$ cat src/rtl/voice_alloc.sv
// -----------------------------------------------------------------------------
// voice_alloc
//
// Polyphonic key-to-voice scheduler. It parses a PS/2 Set-2 scancode stream
// (make codes, F0 break prefix, E0 extended prefix) and maps the number-row
// keys 1..7 to note codes 1..7. It then shares a pool of VOICES voices among
// the keys that are held. When every voice is busy, a new key steals the
// least recently allocated voice.
//
// Ports
//   clk         system clock, rising edge
//   rst         synchronous active-high reset
//   code_valid  one-cycle strobe qualifying code
//   code        scancode byte
//   voice_note  3-bit note per voice, voice i at [3i+2:3i]; 0 = silent
//   voice_on    per-voice "key held" flag
//   voice_trig  per-voice one-cycle pulse on a new note assignment
//   steal       one-cycle pulse when an allocation evicted a held voice
//
// All outputs are registered, so the response to a byte appears one cycle
// after its strobe.
// -----------------------------------------------------------------------------
module voice_alloc #(
    parameter int VOICES = 4,
    parameter int AGE_W  = $clog2(VOICES)
) (
    input  logic                  clk,
    input  logic                  rst,
    input  logic                  code_valid,
    input  logic [7:0]            code,
    output logic [3*VOICES-1:0]   voice_note,
    output logic [VOICES-1:0]     voice_on,
    output logic [VOICES-1:0]     voice_trig,
    output logic                  steal
);

    typedef enum logic [1:0] {
        S_IDLE    = 2'd0,
        S_BRK     = 2'd1,
        S_EXT     = 2'd2,
        S_EXT_BRK = 2'd3
    } state_t;

    state_t               state_q, state_d;
    logic [2:0]           note_q [VOICES];
    logic [2:0]           note_d [VOICES];
    logic [AGE_W-1:0]     age_q  [VOICES];
    logic [AGE_W-1:0]     age_d  [VOICES];
    logic [VOICES-1:0]    on_q, on_d;
    logic [VOICES-1:0]    trig_q, trig_d;
    logic                 steal_q, steal_d;

    // Scancode to note lookup; 0 means the key is not part of the note row.
    logic [2:0] key_note;
    always_comb begin
        case (code)
            8'h16:   key_note = 3'd1;
            8'h1E:   key_note = 3'd2;
            8'h26:   key_note = 3'd3;
            8'h25:   key_note = 3'd4;
            8'h2E:   key_note = 3'd5;
            8'h36:   key_note = 3'd6;
            8'h3D:   key_note = 3'd7;
            default: key_note = 3'd0;
        endcase
    end

    // Voice search: the voice already holding this note (repeat or break),
    // the lowest-index free voice, and the oldest voice (age VOICES-1).
    logic              hit;
    logic [AGE_W-1:0]  hit_idx;
    logic              any_free;
    logic [AGE_W-1:0]  free_idx;
    logic [AGE_W-1:0]  old_idx;
    logic [AGE_W-1:0]  alloc_idx;

    always_comb begin
        hit      = 1'b0;
        hit_idx  = '0;
        any_free = 1'b0;
        free_idx = '0;
        old_idx  = '0;
        for (int i = 0; i < VOICES; i++) begin
            if (on_q[i] && (note_q[i] == key_note)) begin
                hit     = 1'b1;
                hit_idx = AGE_W'(i);
            end
            if (age_q[i] == AGE_W'(VOICES - 1)) begin
                old_idx = AGE_W'(i);
            end
        end
        // Scan downward so the lowest free index is the last one written.
        for (int i = VOICES - 1; i >= 0; i--) begin
            if (!on_q[i]) begin
                any_free = 1'b1;
                free_idx = AGE_W'(i);
            end
        end
        alloc_idx = any_free ? free_idx : old_idx;
    end

    // Parser and voice-pool next state.
    logic make_ev;
    logic brk_ev;

    always_comb begin
        state_d = state_q;
        note_d  = note_q;
        age_d   = age_q;
        on_d    = on_q;
        trig_d  = '0;
        steal_d = 1'b0;
        make_ev = 1'b0;
        brk_ev  = 1'b0;

        if (code_valid) begin
            case (state_q)
                S_IDLE: begin
                    if (code == 8'hF0) begin
                        state_d = S_BRK;
                    end else if (code == 8'hE0) begin
                        state_d = S_EXT;
                    end else if (key_note != 3'd0) begin
                        make_ev = 1'b1;
                    end
                end
                S_BRK: begin
                    // A stray F0/E0 here maps to no note, so it is simply
                    // consumed and the parser returns to IDLE.
                    state_d = S_IDLE;
                    if (key_note != 3'd0) begin
                        brk_ev = 1'b1;
                    end
                end
                S_EXT: begin
                    state_d = (code == 8'hF0) ? S_EXT_BRK : S_IDLE;
                end
                default: begin
                    state_d = S_IDLE;
                end
            endcase
        end

        // A make for a note that is already sounding is a typematic repeat
        // and leaves everything untouched.
        if (make_ev && !hit) begin
            note_d[alloc_idx] = key_note;
            on_d[alloc_idx]   = 1'b1;
            trig_d[alloc_idx] = 1'b1;
            steal_d           = !any_free;
            // Move the allocated voice to the front of the age order; every
            // voice that was younger than it shifts back by one. This keeps
            // the ages a permutation of 0..VOICES-1.
            for (int j = 0; j < VOICES; j++) begin
                if (age_q[j] < age_q[alloc_idx]) begin
                    age_d[j] = age_q[j] + AGE_W'(1);
                end
            end
            age_d[alloc_idx] = '0;
        end

        // A break for a note nobody holds (stolen or never made) is dropped.
        if (brk_ev && hit) begin
            note_d[hit_idx] = 3'd0;
            on_d[hit_idx]   = 1'b0;
        end
    end

    always_ff @(posedge clk) begin
        if (rst) begin
            state_q <= S_IDLE;
            on_q    <= '0;
            trig_q  <= '0;
            steal_q <= 1'b0;
            for (int i = 0; i < VOICES; i++) begin
                note_q[i] <= 3'd0;
                age_q[i]  <= AGE_W'(i);
            end
        end else begin
            state_q <= state_d;
            on_q    <= on_d;
            trig_q  <= trig_d;
            steal_q <= steal_d;
            note_q  <= note_d;
            age_q   <= age_d;
        end
    end

    genvar gi;
    generate
        for (gi = 0; gi < VOICES; gi++) begin : g_note_out
            assign voice_note[3*gi +: 3] = note_q[gi];
        end
    endgenerate

    assign voice_on   = on_q;
    assign voice_trig = trig_q;
    assign steal      = steal_q;

endmodule

$ cat config.mk
export PLATFORM = sky130hd
export DESIGN_NAME = voice_alloc
export DESIGN_NICKNAME = d
export VERILOG_FILES = /design/src/rtl/voice_alloc.sv
export SDC_FILE = /design/constraint.sdc
export NUM_CORES = 1
export LEC_CHECK = 0
export ABC_AREA = 1
export CORE_ASPECT_RATIO = 0.75
export CORE_UTILIZATION = 46
export CTS_CLUSTER_DIAMETER = 100
export CTS_CLUSTER_SIZE = 40
export DETAILED_ROUTE_END_ITERATION = 10
export PLACE_DENSITY = 0.7
export REMOVE_ABC_BUFFERS = 1
export SYNTH_ARGS = -nofsm -noshare
export SYNTH_HDL_FRONTEND = slang
export SYNTH_SLANG_ARGS = --single-unit
$ cat constraint.sdc
create_clock -name clk -period 7.5 [get_ports clk]
set_clock_uncertainty 0.2 [all_clocks]
set_input_delay 1.5 -clock clk [delete_from_list [all_inputs] [get_ports clk]]
set_output_delay 1.5 -clock clk [all_outputs]
set_load 0.05 [all_outputs]
* Word level (Yosys, flattened, before mapping)
Index checks and enable logic that the tools add are counted.
Word-level totals: output and inout bits 21, bits in registers 31, input bits 11
Cells by class: $lt $le $gt $ge 12, bitwise gates (word level) 10, multiplexer cells 57, eq/ne operators 19, reductions and logical operators 16, $add $sub $neg 4
Operators with widths (count):
- $mux 2 | 23
- $eq 8x6->1 const B | 5
- $mux 12 | 2
- $pmux 3 s7 | 1
- $mux 1 | 19
- $eq 8x5->1 const B | 2
- $eq 8x8->1 const B | 2
- $and 12x12->12 | 1
- $bwmux 12 | 1
- $demux 3 s2 | 2
- $eq 3x3->1 | 4
- $not 12->12 | 1
- $logic_and 1x1->1 | 10
- $add 2x1->2 const B | 4
- $and 8x8->8 | 1
- $eq 2x2->1 const B | 4
- $lt 2x2->1 | 4
- $mux 4 | 2
- $not 8->8 | 1
- $ge 3x3->1 const B | 2
- $lt 2x3->1 const B | 2
- $lt 3x1->1 const B | 2
- $mux 3 | 2
- $not 2->3 | 2
- 16 further kinds | 19

* Logic depth before layout (Yosys ltp)
Gate-level depths: netlist (run 1).
word-level depth 15, gate-level depth with buffers 17, mapped depth without buffers 17

* Worst setup path before layout (run 1)
OpenSTA, ideal clock, no wires.
path type input to register, from in code[6], to reg note_q, in the netlist voice_note[6], data required time 7.173 ns, setup time 0.127 ns, buffers on the path 0, arrival 2.942 ns, setup slack 4.231 ns, stages 14, cell sequence inv_2 -> nand2_2 -> nor2_1 -> nand3_1 -> nand3_4 -> nand2_1 -> nand2_1 -> nand3_2 -> nand2_2 -> nor2_8 -> nand2_1 -> nand2_1 -> o21ai_1 -> a21oi_1
On the way: cells in the longest elaborated chain, start to end 15
RTL lines:
- start, declared | line 30 | input logic [7:0] code,
- $eq 8x6->1 / $eq 8x5->1 (equally long branches) | line 56 | case (code)
- $pmux 3 s7 | line 56
- $eq 3x3->1 | line 84 | if (on_q[i] && (note_q[i] == key_note)) begin
- $logic_and 1x1->1 | line 84
- $mux 1 | line 84
- $mux 2 (2 in a row) | line 84
- $not 2->3 (implied by the code) | line 164 | note_d[hit_idx] = 3'd0;
- $ge 3x3->1 (implied by the code) / $lt 3x1->1 (equally long branches) | line 164
- $logic_and 1x1->1 (implied by the code) | line 164
- $mux 3 (implied by the code) | line 164
- $demux 3 s2 | line 164
- $not 12->12 (no source line)
- $and 12x12->12 (no source line)
- $mux 12 * | line 163 | if (brk_ev && hit) begin
- end signal, assigned | line 184 | note_q <= note_d;
- end, declared | line 45 | logic [2:0] note_q [VOICES];
Mark *: on every way between the ends. The rest lies on a longest branch, timed or not. A chain may end at the register's enable or synchronous reset.

* Final worst setup path (run 1)
from in code[2], to reg on_q[2], in the netlist voice_on[2]
On the way: cells in the longest elaborated chain, start to end 14
RTL lines:
- $eq 8x6->1 / $eq 8x5->1 (equally long branches) | line 56
- $pmux 3 s7 | line 56
- $eq 3x3->1 | line 84
- $logic_and 1x1->1 | line 84
- $mux 1 | line 84
- $mux 2 (2 in a row) | line 84
- $lt 2x3->1 (implied by the code) / $ge 2x1->1 (equally long branches) | line 165 | on_d[hit_idx] = 1'b0;
- $logic_and 1x1->1 (implied by the code) | line 165
- $mux 1 (implied by the code) | line 165
- $demux 1 s2 | line 165
- $not 4->4 (no source line)
- $and 4x4->4 (no source line)
- $mux 4 * | line 163
- end signal, assigned | line 181 | on_q <= on_d;
- end, declared | line 49 | logic [VOICES-1:0] on_q, on_d;
Marked as above.

==> qor.csv, run 1 <==
stage,metric,value,unit
global_route,initial antenna violation count,0,
drt,DR vias,2236,
clock_tree,CTS Buffer Depth,2,
clock_tree,Clock Latency Late Sink,0.29,ns
timing,Slew HR,0.5267,
place,DP HPWL,4146,µm
die,row count,21,
clock_tree,PostCTS Resize Cnt,0,
power_and_ir_drop,Pint,280.6,µW
drt,DRC,0,
die,core area,0.004467,mm²
worst_setup_path,Setup crit end kind,flip-flop,
clock_tree,number of setup buffers added after CTS,0,
drt,Initial DRC Count,198,
timing,Final Setup Violations,0,
global_route,GRT Total Usage,0.2348,
power_and_ir_drop,total power,377.3,µW
logic_synthesis,register bit count reported by yosys,31,
logic_synthesis,post-synthesis compound-gate area fraction,0.1006,
timing,final worst setup slack,3.616,ns
power_and_ir_drop,NetSw,96.72,µW
die,Die H,61.22,µm
global_route,largest net degree at the start of global routing,20,
logic_synthesis,Yosys Warn Count,0,
global_route,GRT overflow,0,
logic_synthesis,post-synth cell types,34,
timing,Max Clock Freq,257.5,MHz
power_and_ir_drop,Leak Pwr,1.217,nW
worst_setup_path,Max Fanout on Critical Path,19,
power_and_ir_drop,peak supply drop,0.0001282,V
place,Post-Place Setup Slack,3.323,ns
clock_tree,Clock Sinks,31,
worst_setup_path,Worst Setup Start Kind,primary input,
power_and_ir_drop,Flop pwr share,0.448,
final_layout,share of cells above drive strength 1,0.08466,
final_layout,fin nets,395,
logic_synthesis,Cells after Synth,342,
clock_tree,H-tree levels,2,
logic_synthesis,Post-synth top flop,dfxtp_1,
clock_tree,Num CTS Buffers,5,
drt,Post-Route WL,5396,µm
logic_synthesis,mux cell area share after synthesis,0.005236,
job,max cap viols,0,
drt,drt wl/cell,12.40,µm
place,# placed instances,427,
final_layout,Finished Layout Cells,435,
place,port bufs,31,
worst_setup_path,Crit Path Category,primary input to flip-flop,
final_layout,Multi-input gate area,0.001331,mm²
drt,Pre-antenna DRT Iters,5,
logic_synthesis,ys async rst share,0,
logic_synthesis,Mapped Avg Cell Area,6.289,µm²
drt,ANT nets after route,0,
die,Die W,80.96,µm
min_path,type of the most critical hold path,flip-flop to flip-flop,
timing,Tightest Pin Transition,0.7077,ns
logic_synthesis,Post-Synth XOR/XNOR Area,0.02385,
logic_synthesis,sequential area share after synthesis,0.2885,
timing,Hold Fails Final Rpt,0,
worst_setup_path,crit path DAT,3.91,ns
final_layout,FF/Latch Area,620.6,µm²
power_and_ir_drop,pwr dens,143.9,mW/mm²
clock_tree,Root Driver,clkbuf_8,
die,boundary pin count,32,
timing,fin crit period,3.884,ns
global_route,first-pass GRT wire length,8721,µm
place,routability cong.,0.8455,
clock_tree,"CTS clk-pin slew, worst paths",0.07,ns
die,die area,0.004956,mm²
logic_synthesis,Syn Std Cell Area,0.002151,mm²
global_route,vias in the first global route,1832,
final_layout,antenna cell count,0,
clock_tree,CTS tree,built,
logic_synthesis,main combinational cell family by area after synthesis,simple AND/OR/NAND/NOR gates,
power_and_ir_drop,logic gate share of total power,0.109,
timing,max-slew violation count,0,
timing,period utilization,0.5179,
power_and_ir_drop,power share of the clock group,0.444,
timing,setup TNS,0,ns
clock_tree,hold buffers post-CTS,0,
logic_synthesis,Post-synth EDFFs,0,
die,initial core utilization,0.4815,
logic_synthesis,simple-gate share of the synthesized area,0.4485,
logic_synthesis,Synth Area in Adders,0.04072,
worst_setup_path,required time worst endpoint,7.53,ns
outcome,status,"finished, final reports clean",
drt,vias per cell,5.140,
power_and_ir_drop,Net Sw Frac,0.2563,
final_layout,synthesis-to-layout area growth,21.93,%
final_layout,FILL cells,428,
timing,RSZ-0062 raised after global routing,no,
## final cells by class
cell class,count,share of cell area
clock buffer,5,0.02624
inverter,47,0.06727
clock inverter,3,0.01670
sequential,31,0.2366
multi-input combinational,261,0.5076
timing repair buffer,31,0.1183
tap,57,0.02719
## synthesized netlist by cell type, types with 2 or more instances
library cell	count	area [µm²]
ha_1	7	87.58
inv_2	7	26.28
nand2_1	111	416.7
nor3_1	3	15.01
nand2_4	2	22.52
nor2_4	2	22.52
xor2_1	3	26.28
nand3_4	2	35.03
nand3_2	2	20.02
nand4_1	8	50.05
inv_1	40	150.1
o211ai_1	2	15.01
dfxtp_1	31	620.6
nand3b_1	3	22.52
nand3_1	23	115.1
nor2_1	44	165.2
o21ai_0	15	75.07
nand2_2	4	25.02
a21oi_1	18	90.09
## power by group through the flow
stage	clock [mW]	sequential (mW)	combinational, mW
after floorplan	0	0.174	0.0238
after global placement	0	0.173	0.0399
after detailed placement	0	0.173	0.0405
after CTS	0.168	0.169	0.0408
after global routing	0.174	0.169	0.0465
final	0.167	0.169	0.0410
## critical path, stage by stage
cell	delay (ns)
clkdlybuf4s50_1	0.55
inv_1	0.06
nor2_1	0.14
nand2_1	0.07
nand2_1	0.10
nand2_4	0.11
a21oi_1	0.14
nor2_1	0.07
nand3_2	0.13
nand2_2	0.11
nor2_8	0.15
nand3_4	0.23
inv_2	0.27
nand2_1	0.12
a21oi_1	0.14
## registers in the layout, indices dropped and copies added (netlist names)
signal	flops
steal	1
age_q	8
voice_note	12
voice_trig	4
state_q	2
voice_on	4
## cell usage in the layout, fill, tap and decap left out, types with 3 or more instances in the layout
| cell type | n |
|---|---|
| clkbuf_8 | 5 |
| nand3b_1 | 3 |
| clkdlybuf4s50_1 | 31 |
| nor3_1 | 3 |
| o21ai_0 | 15 |
| nand3_1 | 23 |
| nand2_2 | 4 |
| nor2_1 | 44 |
| nand2_1 | 111 |
| nand4_1 | 8 |
| xor2_1 | 3 |
| a21oi_1 | 18 |
| dfxtp_1 | 31 |
| inv_2 | 7 |
| ha_1 | 7 |
| inv_1 | 40 |
## cell families (layout without fill, tap and decap cells)
logic type	count (synthesis)	after routing
DFF	31	31
buffers and inverters	50	86
xor gates and xnor gates	5	5
AOI/OAI and AO/OA	40	40
and+or+nand+nor	208	208
muxes	1	1
adders and majority gates	7	7
## routing by layer
layer | global-route usage | routed length (µm) | vias up
li1 | - | - | 1174
met1 | 0.3585 | 2812 | 984
met2 | 0.3289 | 2164 | 70
met3 | 0.05037 | 369 | 8
met4 | 0.06122 | 49 | 0
met5 | 0 | 0 | -
## metrics by stage
| step | util | area [µm²] | hold WS [ns] |
|---|---|---|---|
| after floorplan | - | 2128 | 0.2609 |
| after global placement | 0.5619 | 2510 | 0.2854 |
| after detailed placement | 0.5619 | 2510 | 0.2975 |
| after CTS | 0.5871 | 2623 | 0.3069 |
| after global routing | 0.5871 | 2623 | 0.3352 |
| final | 0.5871 | 2623 | 0.3182 |
## final timing paths
kind                          from  slack (ns)  depth (start not counted)                     end
max                        code[2]        3.62                         15  voice_on[2]$_SDFF_PP0_
min          age_q[5]$_SDFFE_PP0N_        0.32                          2   age_q[5]$_SDFFE_PP0N_
max reg2reg  age_q[0]$_SDFFE_PP1N_        4.18                         14   age_q[3]$_SDFFE_PP1N_
min reg2reg  age_q[5]$_SDFFE_PP0N_        0.32                          2   age_q[5]$_SDFFE_PP0N_
Power figures use the tool's default switching activity.
==> inputs of run 2 (changes only) <==
Clock period 7.5 ns to 4.1 ns, I/O delays scaled along.
==> run 2 against run 1 <==
Compared with the run above: via count grew 1.1%; worst hold slack lost 0.013 ns; sequential cell count is the same; critical endpoint is now age_q[4]$_SDFFE_PP1N_; critical path depth shrank 1.
==> qor.csv, run 2 (synthesis results as in run 1) <==
stage,metric,value,unit,change
worst_setup_path,"reg-to-reg slack, setup",0.82,ns,was 4.18 ns
outcome,status,"finished, final reports clean",,unchanged
clock_tree,PostCTS Resize Cnt,0,,unchanged
global_route,met1 Use GR,0.3543,,was 0.3585
clock_tree,"CTS clk-pin slew, worst paths",0.07,ns,about the same
clock_tree,Clock Sinks,31,,unchanged
timing,Tightest Pin Transition,0.4912,ns,was 0.7077 ns
drt,Post-Route WL,5475,µm,was 5396 µm
global_route,first-pass GRT wire length,8728,µm,was 8721 µm
global_route,initial antenna violation count,0,,unchanged
final_layout,antenna cell count,0,,unchanged
global_route,GRT Total Usage,0.2379,,was 0.2348
place,routability cong.,0.8836,,was 0.8455
worst_setup_path,R2R depth,14,,unchanged
die,die area,0.004956,mm²,unchanged
final_layout,synthesis-to-layout area growth,21.35,%,was 21.93%
min_path,type of the most critical hold path,flip-flop to flip-flop,,unchanged
drt,Initial DRC Count,190,,was 198
timing,fin crit period,3.279,ns,
worst_setup_path,required time worst endpoint,4.06,ns,was 7.53 ns
clock_tree,CTS Buffer Depth,2,,unchanged
clock_tree,CTS tree,built,,unchanged
drt,drt wl/cell,12.53,µm,was 12.40 µm
worst_setup_path,Reg2Reg Launch Point,age_q[0]$_SDFFE_PP1N_,,unchanged
final_layout,"commonest non-fill, non-tap cell in the layout",nand2_1,,unchanged
die,row count,21,,unchanged
worst_setup_path,RR Endpoint,age_q[4]$_SDFFE_PP1N_,,was age_q[3]$_SDFFE_PP1N_
place,DP HPWL,4195,µm,was 4146 µm
clock_tree,H-tree levels,2,,unchanged
place,port bufs,31,,unchanged
drt,DRC,0,,unchanged
timing,RSZ-0062 raised after global routing,no,,unchanged
final_layout,fin nets,397,,was 395
die,Die H,61.22,µm,unchanged
clock_tree,Clock Latency Late Sink,0.29,ns,about the same
final_layout,"commonest non-fill, non-tap cells in the layout","111 x nand2_1, 44 x nor2_1, 40 x inv_1, 31 x dfxtp_1, 31 x clkdlybuf4s50_1",,unchanged
worst_setup_path,Setup crit end kind,flip-flop,,unchanged
global_route,GRT met2 Usage,0.3481,,was 0.3289
timing,final worst setup slack,0.8210,ns,was 3.616 ns
final_layout,share of cells above drive strength 1,0.08684,,was 0.08466
clock_tree,hold buffers post-CTS,0,,unchanged
die,Die W,80.96,µm,unchanged
job,max cap viols,0,,unchanged
drt,Pre-antenna DRT Iters,5,,unchanged
worst_setup_path,Worst Setup Start Kind,flip-flop,,was primary input
timing,Hold Slack,0.3050,ns,was 0.3182 ns
timing,setup TNS,0,ns,unchanged
worst_setup_path,CP Launch Point,age_q[0]$_SDFFE_PP1N_,,was code[2]
power_and_ir_drop,total power,619.3,µW,was 377.3 µW
global_route,GR peak layer,met1,,unchanged
timing,period utilization,0.7998,,
timing,Final Setup Violations,0,,unchanged
worst_setup_path,CP Capture Point,age_q[4]$_SDFFE_PP1N_,,was voice_on[2]$_SDFF_PP0_
place,Post-Place Setup Slack,0.6157,ns,was 3.323 ns
final_layout,FILL cells,432,,was 428
drt,ANT nets after route,0,,unchanged
die,core area,0.004467,mm²,unchanged
timing,Hold Fails Final Rpt,0,,unchanged
place,Area after DPL,0.002525,mm²,was 0.002510 mm²
clock_tree,Root Driver,clkbuf_8,,unchanged
global_route,GRT overflow,0,,unchanged
drt,DR vias,2260,,was 2236
global_route,largest net degree at the start of global routing,20,,unchanged
clock_tree,Num CTS Buffers,5,,unchanged
clock_tree,number of setup buffers added after CTS,0,,unchanged
worst_setup_path,crit path DAT,3.24,ns,was 3.91 ns
worst_setup_path,Max Fanout on Critical Path,7,,was 19
timing,Slew HR,0.6682,,was 0.5267
die,initial core utilization,0.4815,,unchanged
worst_setup_path,Crit Path Category,flip-flop to flip-flop,,was primary input to flip-flop
timing,max-slew violation count,0,,unchanged
final_layout,max reg flops,12,,unchanged
final_layout,Post-Layout Inst Area,0.002610,mm²,was 0.002623 mm²
power_and_ir_drop,pwr dens,237.3,mW/mm²,was 143.9 mW/mm²
global_route,met3 track demand over resource,0.05630,,was 0.05037
global_route,vias in the first global route,1841,,was 1832
die,boundary pin count,32,,unchanged
power_and_ir_drop,Leak Pwr,1.210,nW,was 1.217 nW
timing,Max Clock Freq,305.0,MHz,
drt,vias per cell,5.172,,was 5.140
power_and_ir_drop,peak supply drop,0.0002231,V,was 0.0001282 V
==> run 2: changes by cell type in the layout (fill, tap and decap cells not counted), sizes merged <==
cell | previous run | this run
buf | 0 | 2
bufinv | 1 | 0
clkbuf | 5 | 6
clkinv | 2 | 1
clkinvlp | 0 | 1
==> run 2: worst min path at each step <==
stage                            start                 endpoint  cells past startpoint
6_report       state_q[1]$_SDFFE_PP0P_  state_q[1]$_SDFFE_PP0P_                      2
3_3_place_gp   state_q[1]$_SDFFE_PP0P_  state_q[1]$_SDFFE_PP0P_                      2
5_1_grt        state_q[1]$_SDFFE_PP0P_  state_q[1]$_SDFFE_PP0P_                      2
4_1_cts        state_q[1]$_SDFFE_PP0P_  state_q[1]$_SDFFE_PP0P_                      2
3_5_place_dp   state_q[1]$_SDFFE_PP0P_  state_q[1]$_SDFFE_PP0P_                      2
2_1_floorplan  state_q[1]$_SDFFE_PP0P_  state_q[1]$_SDFFE_PP0P_                      2
==> run 2: worst max-delay path, stage by stage, from the launching register on <==
cell and delay, ns:
dfxtp_1 0.43, ha_1 0.21, inv_1 0.04, a31oi_1 0.35
inv_1 0.13, nor2_1 0.37, inv_1 0.16, o2111ai_1 0.45
ha_1 0.32, nand2_1 0.09, nand2_1 0.09, xor2_1 0.15
nor2_1 0.05, nand2_1 0.06, nand3_1 0.06
==> run 2: layer usage <==
layer | vias up | routed length [µm]
li1 | 1168 | -
met1 | 1000 | 2801
met2 | 85 | 2192
met3 | 7 | 435
met4 | 0 | 46
met5 | - | 0
==> run 2: cell type report <==
type                    instances  area (µm²)  share of cell area
flip-flops and latches         31       620.6              0.2378
well taps                      57       71.32             0.02733
inverters                      47       176.4             0.06759
multi-input cells             261        1331              0.5101
clock inverters                 2       12.51            0.004794
clock buffers                   6       72.57             0.02780
repair buffers                 33       325.3              0.1246
==> run 2: per-stage QoR <==
step | cells | util
2_1_floorplan | 339 | -
3_3_place_gp | 429 | 0.5653
3_5_place_dp | 429 | 0.5653
4_1_cts | 437 | 0.5843
5_1_grt | 437 | 0.5843
6_report | 437 | 0.5843
==> run 2: report_power, final <==
part | internal (mW) | switching [mW] | leakage [nW] | total, mW
sequential | 0.305 | 0.00378 | 0.250 | 0.309
clock | 0.118 | 0.117 | 0.0412 | 0.235
combinational | 0.0279 | 0.0473 | 0.919 | 0.0752
